==> src/rtl/example_rr_arbiter.sv <==
// Round-robin arbiter: NUM_REQ valid/data requesters share one registered
// valid/ready output channel with rotating priority and a wrapping grant count.
package example_pkg;
    localparam int EXAMPLE_TYPE_LEN = 5;
    typedef logic [EXAMPLE_TYPE_LEN-1:0] example_type_t;
    typedef struct packed {
        logic          valid;
        example_type_t data;
    } example_struct_s;
endpackage

module example_rr_arbiter #(
    parameter int NUM_REQ = 4,
    parameter int DATA_W  = example_pkg::EXAMPLE_TYPE_LEN,
    localparam int SRC_W  = $clog2(NUM_REQ)
) (
    input  logic                           i_clk,
    input  logic                           i_rst,
    input  logic [NUM_REQ-1:0]             i_req_valid,
    input  logic [NUM_REQ-1:0][DATA_W-1:0] i_req_data,
    output logic [NUM_REQ-1:0]             o_req_ready,
    output logic [DATA_W:0]                o_out,
    output logic [SRC_W-1:0]               o_out_src,
    input  logic                           i_out_ready,
    output logic [7:0]                     o_grant_cnt
);
    localparam int CW = SRC_W + 1;

    logic              out_valid;
    logic [DATA_W-1:0] out_data;
    logic [SRC_W-1:0]  out_src;
    logic [SRC_W-1:0]  ptr;
    logic [7:0]        grant_cnt;

    logic              can_load;
    logic              found;
    logic              accept;
    logic [SRC_W-1:0]  win;
    logic [CW-1:0]     idx;

    // o_out packs as example_struct_s: valid in the MSB, payload below it.
    assign o_out       = {out_valid, out_data};
    assign o_out_src   = out_src;
    assign o_grant_cnt = grant_cnt;

    assign can_load = !out_valid || i_out_ready;
    assign accept   = can_load && found;

    // Scan from ptr upward with wrap; the first valid requester wins.
    // NOTE: every variable written here gets a default first, so no latch is inferred.
    always_comb begin
        found = 1'b0;
        win   = '0;
        idx   = '0;
        for (int i = 0; i < NUM_REQ; i++) begin
            idx = {1'b0, ptr} + CW'(i);
            if (idx >= CW'(NUM_REQ))
                idx = idx - CW'(NUM_REQ);
            if (!found && i_req_valid[idx[SRC_W-1:0]]) begin
                found = 1'b1;
                win   = idx[SRC_W-1:0];
            end
        end
    end

    // Ready is gated by reset so no requester sees an accept while held in reset.
    always_comb begin
        o_req_ready = '0;
        if (!i_rst && accept)
            o_req_ready[win] = 1'b1;
    end

    // NOTE: sequential state uses non-blocking assignments so all registers update together.
    always_ff @(posedge i_clk or posedge i_rst) begin
        if (i_rst) begin
            out_valid <= 1'b0;
            out_data  <= '0;
            out_src   <= '0;
            ptr       <= '0;
            grant_cnt <= '0;
        end else if (can_load) begin
            if (found) begin
                out_valid <= 1'b1;
                out_data  <= i_req_data[win];
                out_src   <= win;
                ptr       <= (win == SRC_W'(NUM_REQ - 1)) ? '0 : win + 1'b1;
                grant_cnt <= grant_cnt + 8'd1;
            end else begin
                // Consumed (or already empty) with nothing to load: drain.
                out_valid <= 1'b0;
            end
        end
    end
endmodule

==> config.mk <==
export PLATFORM = sky130hd
export DESIGN_NAME = example_rr_arbiter
export DESIGN_NICKNAME = d
export VERILOG_FILES = /design/src/rtl/example_rr_arbiter.sv
export SDC_FILE = /design/constraint.sdc
export NUM_CORES = 1
export LEC_CHECK = 0
export BUFFER_PORTS_ARGS = -buffer_cell sky130_fd_sc_hd__buf_2
export CAP_MARGIN = 30
export CORE_MARGIN = 4
export CORE_UTILIZATION = 40
export DETAILED_ROUTE_END_ITERATION = 8
export PLACE_DENSITY = 0.69
export SLEW_MARGIN = 20
export SYNTH_ARGS = -nofsm -noshare
export SYNTH_HDL_FRONTEND = slang
export SYNTH_SLANG_ARGS = --single-unit
==> constraint.sdc <==
create_clock -name i_clk -period 6.2 [get_ports i_clk]
set_input_delay 1.86 -clock i_clk [delete_from_list [all_inputs] [get_ports i_clk]]
set_output_delay 1.86 -clock i_clk [all_outputs]
set_load 0.005 [all_outputs]
**Yosys cells after proc, flatten, opt, wreduce, memory -nomap -nowiden**

Cells that the tools add are included.

- Register bits: 18
- Word-level logic and storage cells: 65
- Output and inout port bits: 20

- Order comparisons: 10
- Muxes and demuxes: 27
- Eq/ne operators: 1
- $add $sub $neg: 9
- Reductions and logical operators: 13

Operators by type and width:

| cell | count |
|---|---|
| two-way mux 2 bit | 9 |
| less-than comparator 2 x 3 -> 1 bit, second input constant | 5 |
| binary-select mux 5 bit (select 2 bit) | 1 |
| two-way mux 1 bit | 10 |
| >= comparator 3 bit, second input constant | 3 |
| adder 8 x 1 -> 8 bit, second input constant | 1 |
| binary-select mux 1 bit (select 2 bit) | 4 |
| subtractor 2 x 1 -> 2 bit, second input constant | 4 |
| adder 2 x 2 -> 3 bit, second input constant | 2 |
| logical AND 1 bit | 6 |
| zero test 1 bit | 5 |
| two-way mux 5 bit | 1 |
| two-way mux 4 bit | 1 |
| adder 2 x 1 -> 3 bit, second input constant | 1 |
| >= comparator 2 x 3 -> 1 bit, second input constant | 1 |
| adder 2 x 1 -> 2 bit, second input constant | 1 |
| demux 1 bit (select 2 bit) | 1 |
| == test 2 bit, second input constant | 1 |
| >= comparator 2 x 1 -> 1 bit, second input constant | 1 |
| AND reduction 2 bit | 1 |
| logical OR 1 bit | 1 |

**Depth between registers and ports, before layout**

Gate-level depths: netlist of run 1.

- Depth in word-level cells: 19
- Mapped depth: 8

**Least setup slack after synthesis of run 1**

No wires, ideal clock.

- Path kind: input-to-output
- From: in i_req_valid[1]
- To: out o_req_ready[3]
- Stages: 6
- Required time: 4.340 ns
- Path buffers: 0
- Setup slack: 1.269 ns
- Arrival time: 3.071 ns
- Path through: nor2_1 and4b_4 nor2_4 inv_1 ha_1 and3_1

- Longest elaborated chain between the ends: 17
- Elaborated cells between the ends (all ways): 30
- Those cells by class: order compare (2); mux (19); reduce/logical (9)

RTL lines:

| element | line | RTL |
|---|---|---|
| start, declared | 19 | `input logic [NUM_REQ-1:0] i_req_valid,` |
| binary-select mux 1 bit (select 2 bit) | 59 | `if (!found && i_req_valid[idx[SRC_W-1:0]]) begin` |
| two-way mux 1 bit (not written as such) | 59 |  |
| two-way mux 1 bit | 59 |  |
| zero test 1 bit | 59 |  |
| logical AND 1 bit | 59 |  |
| two-way mux 1 bit | 59 |  |
| zero test 1 bit | 59 |  |
| logical AND 1 bit | 59 |  |
| [... 2 more ...] | - |  |
| logical AND 1 bit | 59 |  |
| two-way mux 2 bit (*) | 59 |  |
| named net win[0] | 38 | `logic [SRC_W-1:0] win;` |
| less-than comparator 2 x 3 -> 1 bit (not written as such) or >= comparator 2 x 1 -> 1 bit (tied branches) | 70 | `o_req_ready[win] = 1'b1;` |
| logical AND 1 bit (not written as such) | 70 |  |
| two-way mux 1 bit (not written as such) | 70 |  |
| demux 1 bit (select 2 bit) (*) | 70 |  |
| two-way mux 4 bit (*) | 69 | `if (!i_rst && accept)` |
| end, declared | 21 | `output logic [NUM_REQ-1:0] o_req_ready,` |

Mark *: on every way through the listed nets, which the timed path passes. The rest lies on a longest branch. The select of a mux whose other input is x is not followed.

**Worst setup path after layout of run 1**

Same ends and word-level chain as after synthesis.

==> results, run 1 <==
- Summed over all cells, the static leakage comes to between 0.7 and 0.8 nW.
- The type of the tightest min-delay check is register to register.
- Subtracting the final worst setup slack from the clock period gives about 5.4 ns.
- The critical path startpoint category is a primary input.
- The setup slack on the worst flop-to-flop path is about 4.3 ns.
- The mean post-synth cell area is approximately 9.8 um^2.
- The largest area contributor in the synthesized netlist is sky130_fd_sc_hd__dfrtp_1.
- The die extent in y is just over 60 um.
- The number of global-route vias before repair is 1024.
- The remaining antenna violation count after routing is 0.
- The worst-case clock buffer depth is 2.
- The hold-fix buffer count after cts is 0.
- The relative max-transition margin is 0.5061.
- The final number of hold-violating endpoints is 0.
- The capturing element type of the critical path is an output pin.
- The synthesized design contains 18 register bits.
- In this run, synthesis inferred 0 flip-flops with an integrated enable.
- The net count after synthesis is approximately 150.
- STA puts the critical path data required time at roughly 4.3 ns.
- In the final routed layout, each cell accounts on average for ~13 um.
- The first global-routing pass estimated roughly 4.2 mm of wire.
- The number of primary I/O pins is 47.
- At the end of routability-driven placement, the weighted congestion stood at 0.7516.
- The clock reaches the later pin of the worst-skew pair after around 0.29 ns.
- The slowest stage of the critical path belongs to the cell sky130_fd_sc_hd__nor2_1.
- After synthesis, the cell types taking the most area are sky130_fd_sc_hd__dfrtp_1 41%, sky130_fd_sc_hd__nand2_1 6.4%, sky130_fd_sc_hd__ha_1 5.6%.
- The tightest hold path in the finished design has a slack of between 0.4 and 0.5 ns.
- The die area is between 3000 and 4000 um^2.
- The synthesized instance count is ~110.
- The number of remaining DRC errors is 0.
- The final total negative setup slack is 0 ns.
- The post-layout net count is between 150 and 200.
- The worst-case vdd ir drop is slightly below 200 uV.
- The number of iterations in the first detailed-routing pass is 4.
- Detailed placement ended at an HPWL of roughly 2.1 mm.
- The peak clock frequency supported by timing is 186.9 MHz.
- The final standard cell utilization of the core is 0.5395.
- Setup repair after global routing left no endpoint under its margin.
- The number of post-CTS setup repair buffers is 0.
- In the final layout, the share of cells above drive strength 1 is 0.3899.
- The count of buffering cells on the critical path with inverters included is 3.
- The initial antenna violation count is 0.
- Compared with the post-synthesis result, the final layout area differs by 24.94%.
- Across all layers, the routed design uses 976 vias.
- Setup violations remaining at the end of the flow were counted as 0.
- The count of port buffers added during placement is 46.
- The finished layout holds between 150 and 200 standard cells, fillers aside.
- The clock edge transition at the registers on the reported setup and hold paths is 0.10 ns.
- The slew at the pin with the worst max-slew slack is 0.7400 ns.
- In this run the worst path has a maximum fanout of 10.
- Dividing total power by cell area gives a power density of roughly 360 nW/um^2.
- For the worst setup path, the data arrival time is 3.49 ns.
- The run finished with clean final reports.
- The number of max-cap violations is 0.
- The number of buffers created by CTS is 3.
- The number of diodes is 0.
- After synthesis, the most frequently instantiated cells are 19 x sky130_fd_sc_hd__nand2_1, 18 x sky130_fd_sc_hd__dfrtp_1, 9 x sky130_fd_sc_hd__nand3_1.
- In the post-synthesis netlist, the cell with the most instances is sky130_fd_sc_hd__nand2_1.
- Summed over all layers, the global routing overflow is 0.
- The die span in x is slightly above 60 um.
- Among cell families on the critical path, the largest total delay comes from simple AND/OR/NAND/NOR gates.
- The number of max-slew violations in the final report is 0.
- Using the TritonRoute via totals, the vias-per-cell ratio works out to 5.164.
- In this run the number of H-tree levels came out at 1.
- The CTS root buffer is sky130_fd_sc_hd__clkbuf_4.
- Counting flops with an async set or reset pin after synthesis yields a share of 1.000.
- The CTS tree is yes.
- The critical path class is primary input to output pin.
- In this run, post-CTS repair resized a total of 0 instances.
- The number of distinct library cell variants in the gate-level netlist after synthesis is 35.
- The row count is 18.
- Among all flip-flop cells after synthesis, the most frequent one is sky130_fd_sc_hd__dfrtp_1.
- The pin count of the biggest net entering global routing is 23.
- The total routing usage reported by global routing is 0.1494.
- For this configuration, the core starts out at a cell density of 0.4318.
- The most numerous cell type found on the critical path is sky130_fd_sc_hd__buf_2.
- The critical path goes through buf_2, nor2_1, and4b_4, nor2_4, inv_1, ha_1, and3_1, buf_2.
- The count of yosys warnings during synthesis is 0.
- The final wirelength is between 2 and 3 mm.
- The cell total after placement is roughly 190.
- Clock tree synthesis found a total of 18 sinks.
- Clock skew on the completed layout was measured at 0.009161 ns.
- After the first detailed-routing iteration, the DRC count stood at 31.
- The area share of the largest cell type after synthesis is 0.4063.
- The critical path's largest stage delay is ~0.32 ns.
- Of the synthesized area, sequential elements account for 0.4063.
- After synthesis the cells add up to roughly 1100 um^2.
- The area of the placeable core is 2567 um^2.
- The ratio of final minimum period to clock period is 0.8629.
## power breakdown
part           switching, mW  internal [mW]
clock network         0.0349         0.0225
logic                  0.109          0.119
registers             0.0470          0.163
## cell type report
class,count,area (um^2)
Clock buffer,3,22.52
Fill cell,259,1182
Inverter,5,18.77
Multi-Input combinational cell,86,618.1
Sequential cell,18,450.4
Tap cell,30,37.54
Timing Repair Buffer,47,237.7
## registers in the layout (all words and copies together) (netlist names)
signal,flops
o_grant_cnt,8
out_data,5
o_out_src,2
ptr,2
out_valid,1
## routing by layer
metal  GRT usage  part of all wire  up-vias
met5           0                 0        -
met4     0.05573             0.013        0
met3     0.02553             0.055        4
met2      0.2580              0.51       27
met1      0.1860              0.42      451
li1            -                 -      494
## cells by family after synthesis
group           count (synthesis)  synth area share
simple gates                   51            0.2641
flops                          18            0.4063
compound gates                 16            0.1050
buf+inv                         9           0.03612
xor+xnor                        7           0.05531
mux                             7           0.07675
fa+ha+maj                       5           0.05643
## cells in the final DEF (no fill, tap or decap), drive strengths merged, types with 4 or more instances in the layout
cell   count
and3       5
buf       47
dfrtp     18
ha         5
inv        5
mux2i      4
nand2     19
nand3      9
o21ai      4
xnor2      7
## final timing paths
path,start,end,depth (start not counted)
min in group asynchronous,i_rst,o_out_src[1],2
max reg2reg,ptr[0],out_data[0],5
min reg2reg,o_grant_cnt[7],o_grant_cnt[7],1
min,o_grant_cnt[7],o_grant_cnt[7],1
max in group asynchronous,i_rst,ptr[0],2
max,i_req_valid[1],o_req_ready[3],8
## through the flow
stage	power, mW	worst slack, ns	area (um^2)
after floorplan	0.3601	1.269	1109
after global placement	0.4350	0.9326	1363
after detailed placement	0.4428	0.8393	1363
after CTS	0.5007	0.8425	1385
after global routing	0.5423	0.6738	1385
final	0.4958	0.8497	1385
Note: power is estimated with default switching activity, not from simulation.
==> run 2: changes to the inputs <==
--- a/config.mk
+++ b/config.mk
@@ -11,4 +11,5 @@
 export CORE_UTILIZATION = 40
 export DETAILED_ROUTE_END_ITERATION = 8
+export MAX_ROUTING_LAYER = met4
 export PLACE_DENSITY = 0.69
 export SLEW_MARGIN = 20
==> constraint.sdc (replaced) <==
create_clock -name i_clk -period 6.2 [get_ports i_clk]
set_input_delay 0 -clock i_clk [delete_from_list [all_inputs] [get_ports i_clk]]
set_output_delay 0 -clock i_clk [all_outputs]
set_load 0.005 [all_outputs]
==> run 2 against run 1 <==
Against the previous run:
- critical path depth is 1 lower
- highest routed layer unchanged
- non-clock buffer count is 3 higher
- worst setup slack better by 3.3 ns
- global-route usage is 0.69 points higher
- sequential share of layout area is 0.63 points lower
- largest power group unchanged
==> results, run 2 (same netlist as run 1, synthesis figures left out) <==
- The clock edge transition at the registers on the reported setup and hold paths is 0.10 ns (about the same).
- The logic depth of the worst register-to-register path was 5 (unchanged).
- The placed cell area came to 1355 um^2 (-0.55%).
- The type of the tightest min-delay check is primary input to register.
- The ratio of final minimum period to clock period came to 0.3326 (-0.5303).
- The slew at the pin with the worst max-slew slack is 0.7563 ns (+0.01631 ns).
- The post-layout net count is 196 (+1.6%).
- The number of max-cap violations was 0 (unchanged).
- The number of max-slew violations in the final report is 0 (unchanged).
- The count of port buffers added during placement is 46 (unchanged).
- The peak clock frequency supported by timing is 484.9 MHz (+160%).
- The later-pin clock latency in the skew report is 0.28 ns (about the same).
- The endpoint of the lowest-slack register-to-register path is out_data[2].
- The final total negative setup slack is 0 ns (unchanged).
- The maximum fanout encountered on the critical timing path is 10 (unchanged).
- The number of remaining DRC errors came to 0 (unchanged).
- The clock net sink count came to 18 (unchanged).
- The remaining antenna violation count after routing is 0 (unchanged).
- The number of diodes is 0 (unchanged).
- The routed via count divided by cell count came to 5.224 (+1.2%).
- The wire length of the first global-routing pass is 4.188 mm (-1.3%).
- The run finished with clean final reports.
- The required time at the endpoint of the critical path is 6.20 ns (+1.86 ns).
- The setup slack of the critical path after layout came to 4.138 ns (+3.288 ns).
- The relative max-transition margin was 0.4953 (-0.01089).
- The initial antenna violation count is 0 (unchanged).
- The area growth from synthesis to layout is 27.43%.
- The worst setup path is captured at an output pin.
- The pin count of the biggest net entering global routing is 23 (unchanged).
- The cell total after placement is 185 (-0.54%).
- The initial core utilization is 0.4318 (unchanged).
- The number of gates given a new drive strength after cts is 0 (unchanged).
- The post-route minimum period is 2.062 ns (-3.288 ns).
- The final weighted congestion in routability-driven placement is 0.7299 (-2.9%).
- The total via count after detailed routing was 1003 (+2.8%).
- The number of iterations in the first detailed-routing pass is 6 (+2).
- The worst-case vdd ir drop is 181.2 uV (-6.2%).
- The launching instance or port of the critical path is ptr[0].
- The data arrival time of the critical path is 2.06 ns (-1.43 ns).
- The worst setup skew after layout is 0.003563 ns (-0.005598 ns).
- The critical path class is register to output pin.
- Leaving out fill and tap cells, the most frequent cells in the layout are 47 x sky130_fd_sc_hd__buf_2, 19 x sky130_fd_sc_hd__nand2_1, 18 x sky130_fd_sc_hd__dfrtp_1, 9 x sky130_fd_sc_hd__nand3_1, 7 x sky130_fd_sc_hd__xnor2_1.
- The area of the placeable core is 2567 um^2 (unchanged).
- The ratio of cells with drive above 1 in the final layout is 0.3827 (-0.007221).
- The routed length per instance is 13.65 um (+1.3%).
- The CTS root buffer is sky130_fd_sc_hd__clkbuf_4.
- The power density normalized to cell area is 350.3 nW/um^2 (-2.1%).
- The worst hold path begins at i_req_data[16].
- The number of primary I/O pins came to 47 (unchanged).
- The setup slack on the worst flop-to-flop path is 4.36 ns (+0.03 ns).
- The number of buffers created by CTS is 3 (unchanged).
- The number of flip-flops in the largest register came to 8 (unchanged).
- The number of H-tree levels is 1 (unchanged).
- The number of failing setup endpoints in the final timing report is 0 (unchanged).
- The worst flop-to-flop path startpoint is ptr[0].
- The total congestion overflow after global routing is 0 (unchanged).
- The half-perimeter wire length after detailed placement is 2.052 mm (-1.7%).
- The worst-case clock buffer depth came to 2 (unchanged).
- The total routing usage reported by global routing is 0.1563 (+0.006865).
- The most common library cell in the layout ignoring fill and taps is sky130_fd_sc_hd__buf_2.
- The final number of hold-violating endpoints came to 0 (unchanged).
- The worst slack at placement was 4.237 ns (+3.398 ns).
- The die area was 3678 um^2 (unchanged).
- The final wirelength is 2.620 mm (+2.9%).
- The die span in x came to 60.65 um (unchanged).
- The final instance area is 1413 um^2 (+2.0%).
- The final non-filler cell total is 192 (+1.6%).
- The standby leakage power is 0.7389 nW (+1.2%).
- The endpoint of the worst setup timing path is o_req_ready[3].
- The first-iteration detailed-routing DRC count came to 27 (-13%).
- Setup repair after global routing left no endpoint under its margin.
- The critical path startpoint category is a register.
- The CTS tree is yes.
- The row count came to 18 (unchanged).
- The number of post-CTS setup repair buffers is 0 (unchanged).
- The number of global-route vias before repair is 1004 (-2.0%).
- The die extent in y is 60.65 um (unchanged).
-- run 2: changes by cell type in the layout (fill, tap and decap cells not counted), sizes merged --
cell         previous run  this run
dlygate4sd3             0         3
-- run 2: layout make-up --
type	instances	area [um^2]
clock buffer	3	22.52
tap	30	37.54
inverter	5	18.77
fill	253	1155
sequential	18	450.4
multi-input combinational	86	618.1
timing repair buffer	50	265.3
-- run 2: routing by layer --
layer,up-vias,track usage,share of wire
met5,-,-,0
met2,29,0.2763,0.51
met4,0,0.06502,0.0088
li1,503,-,-
met1,469,0.1724,0.42
met3,2,0.02553,0.059
-- run 2: stage by stage --
step | power (mW) | hold WS, ns | utilization
2_1_floorplan | 0.3601 | -0.04042 | -
4_1_cts | 0.5023 | 0.02693 | 0.5482
3_3_place_gp | 0.4340 | 0.1459 | 0.5278
6_report | 0.4948 | 0.03786 | 0.5502
5_1_grt | 0.5419 | 0.03598 | 0.5502
3_5_place_dp | 0.4425 | 0.1658 | 0.5278
-- run 2: worst min path at each step --
stage,to,slack [ns],cells after the start
after detailed placement,o_out_src[1],0.17,2
after global placement,o_out_src[1],0.15,2
after floorplan,o_grant_cnt[0],-0.04,1
after global routing,out_data[1],0.04,3
final,out_data[1],0.04,3
after CTS,out_data[1],0.03,3
-- run 2: power by group --
part | switching, mW | internal (mW)
registers | 0.0459 | 0.163
clock network | 0.0341 | 0.0225
logic | 0.109 | 0.120
-- run 2: critical path: stages (launching register included) --
cell and delay [ns]:
sky130_fd_sc_hd__dfrtp_1 0.42, sky130_fd_sc_hd__nor2b_1 0.31, sky130_fd_sc_hd__nor4_4 0.11, sky130_fd_sc_hd__nor2_4 0.33, sky130_fd_sc_hd__inv_1 0.12, sky130_fd_sc_hd__ha_1 0.20
sky130_fd_sc_hd__and3_1 0.16, sky130_fd_sc_hd__buf_2 0.12
-- run 2: repair_timing --
action                                 CTS  global route
setup endpoints to repair                0             0
endpoints found under the hold margin   19             0
hold buffers                             3             0
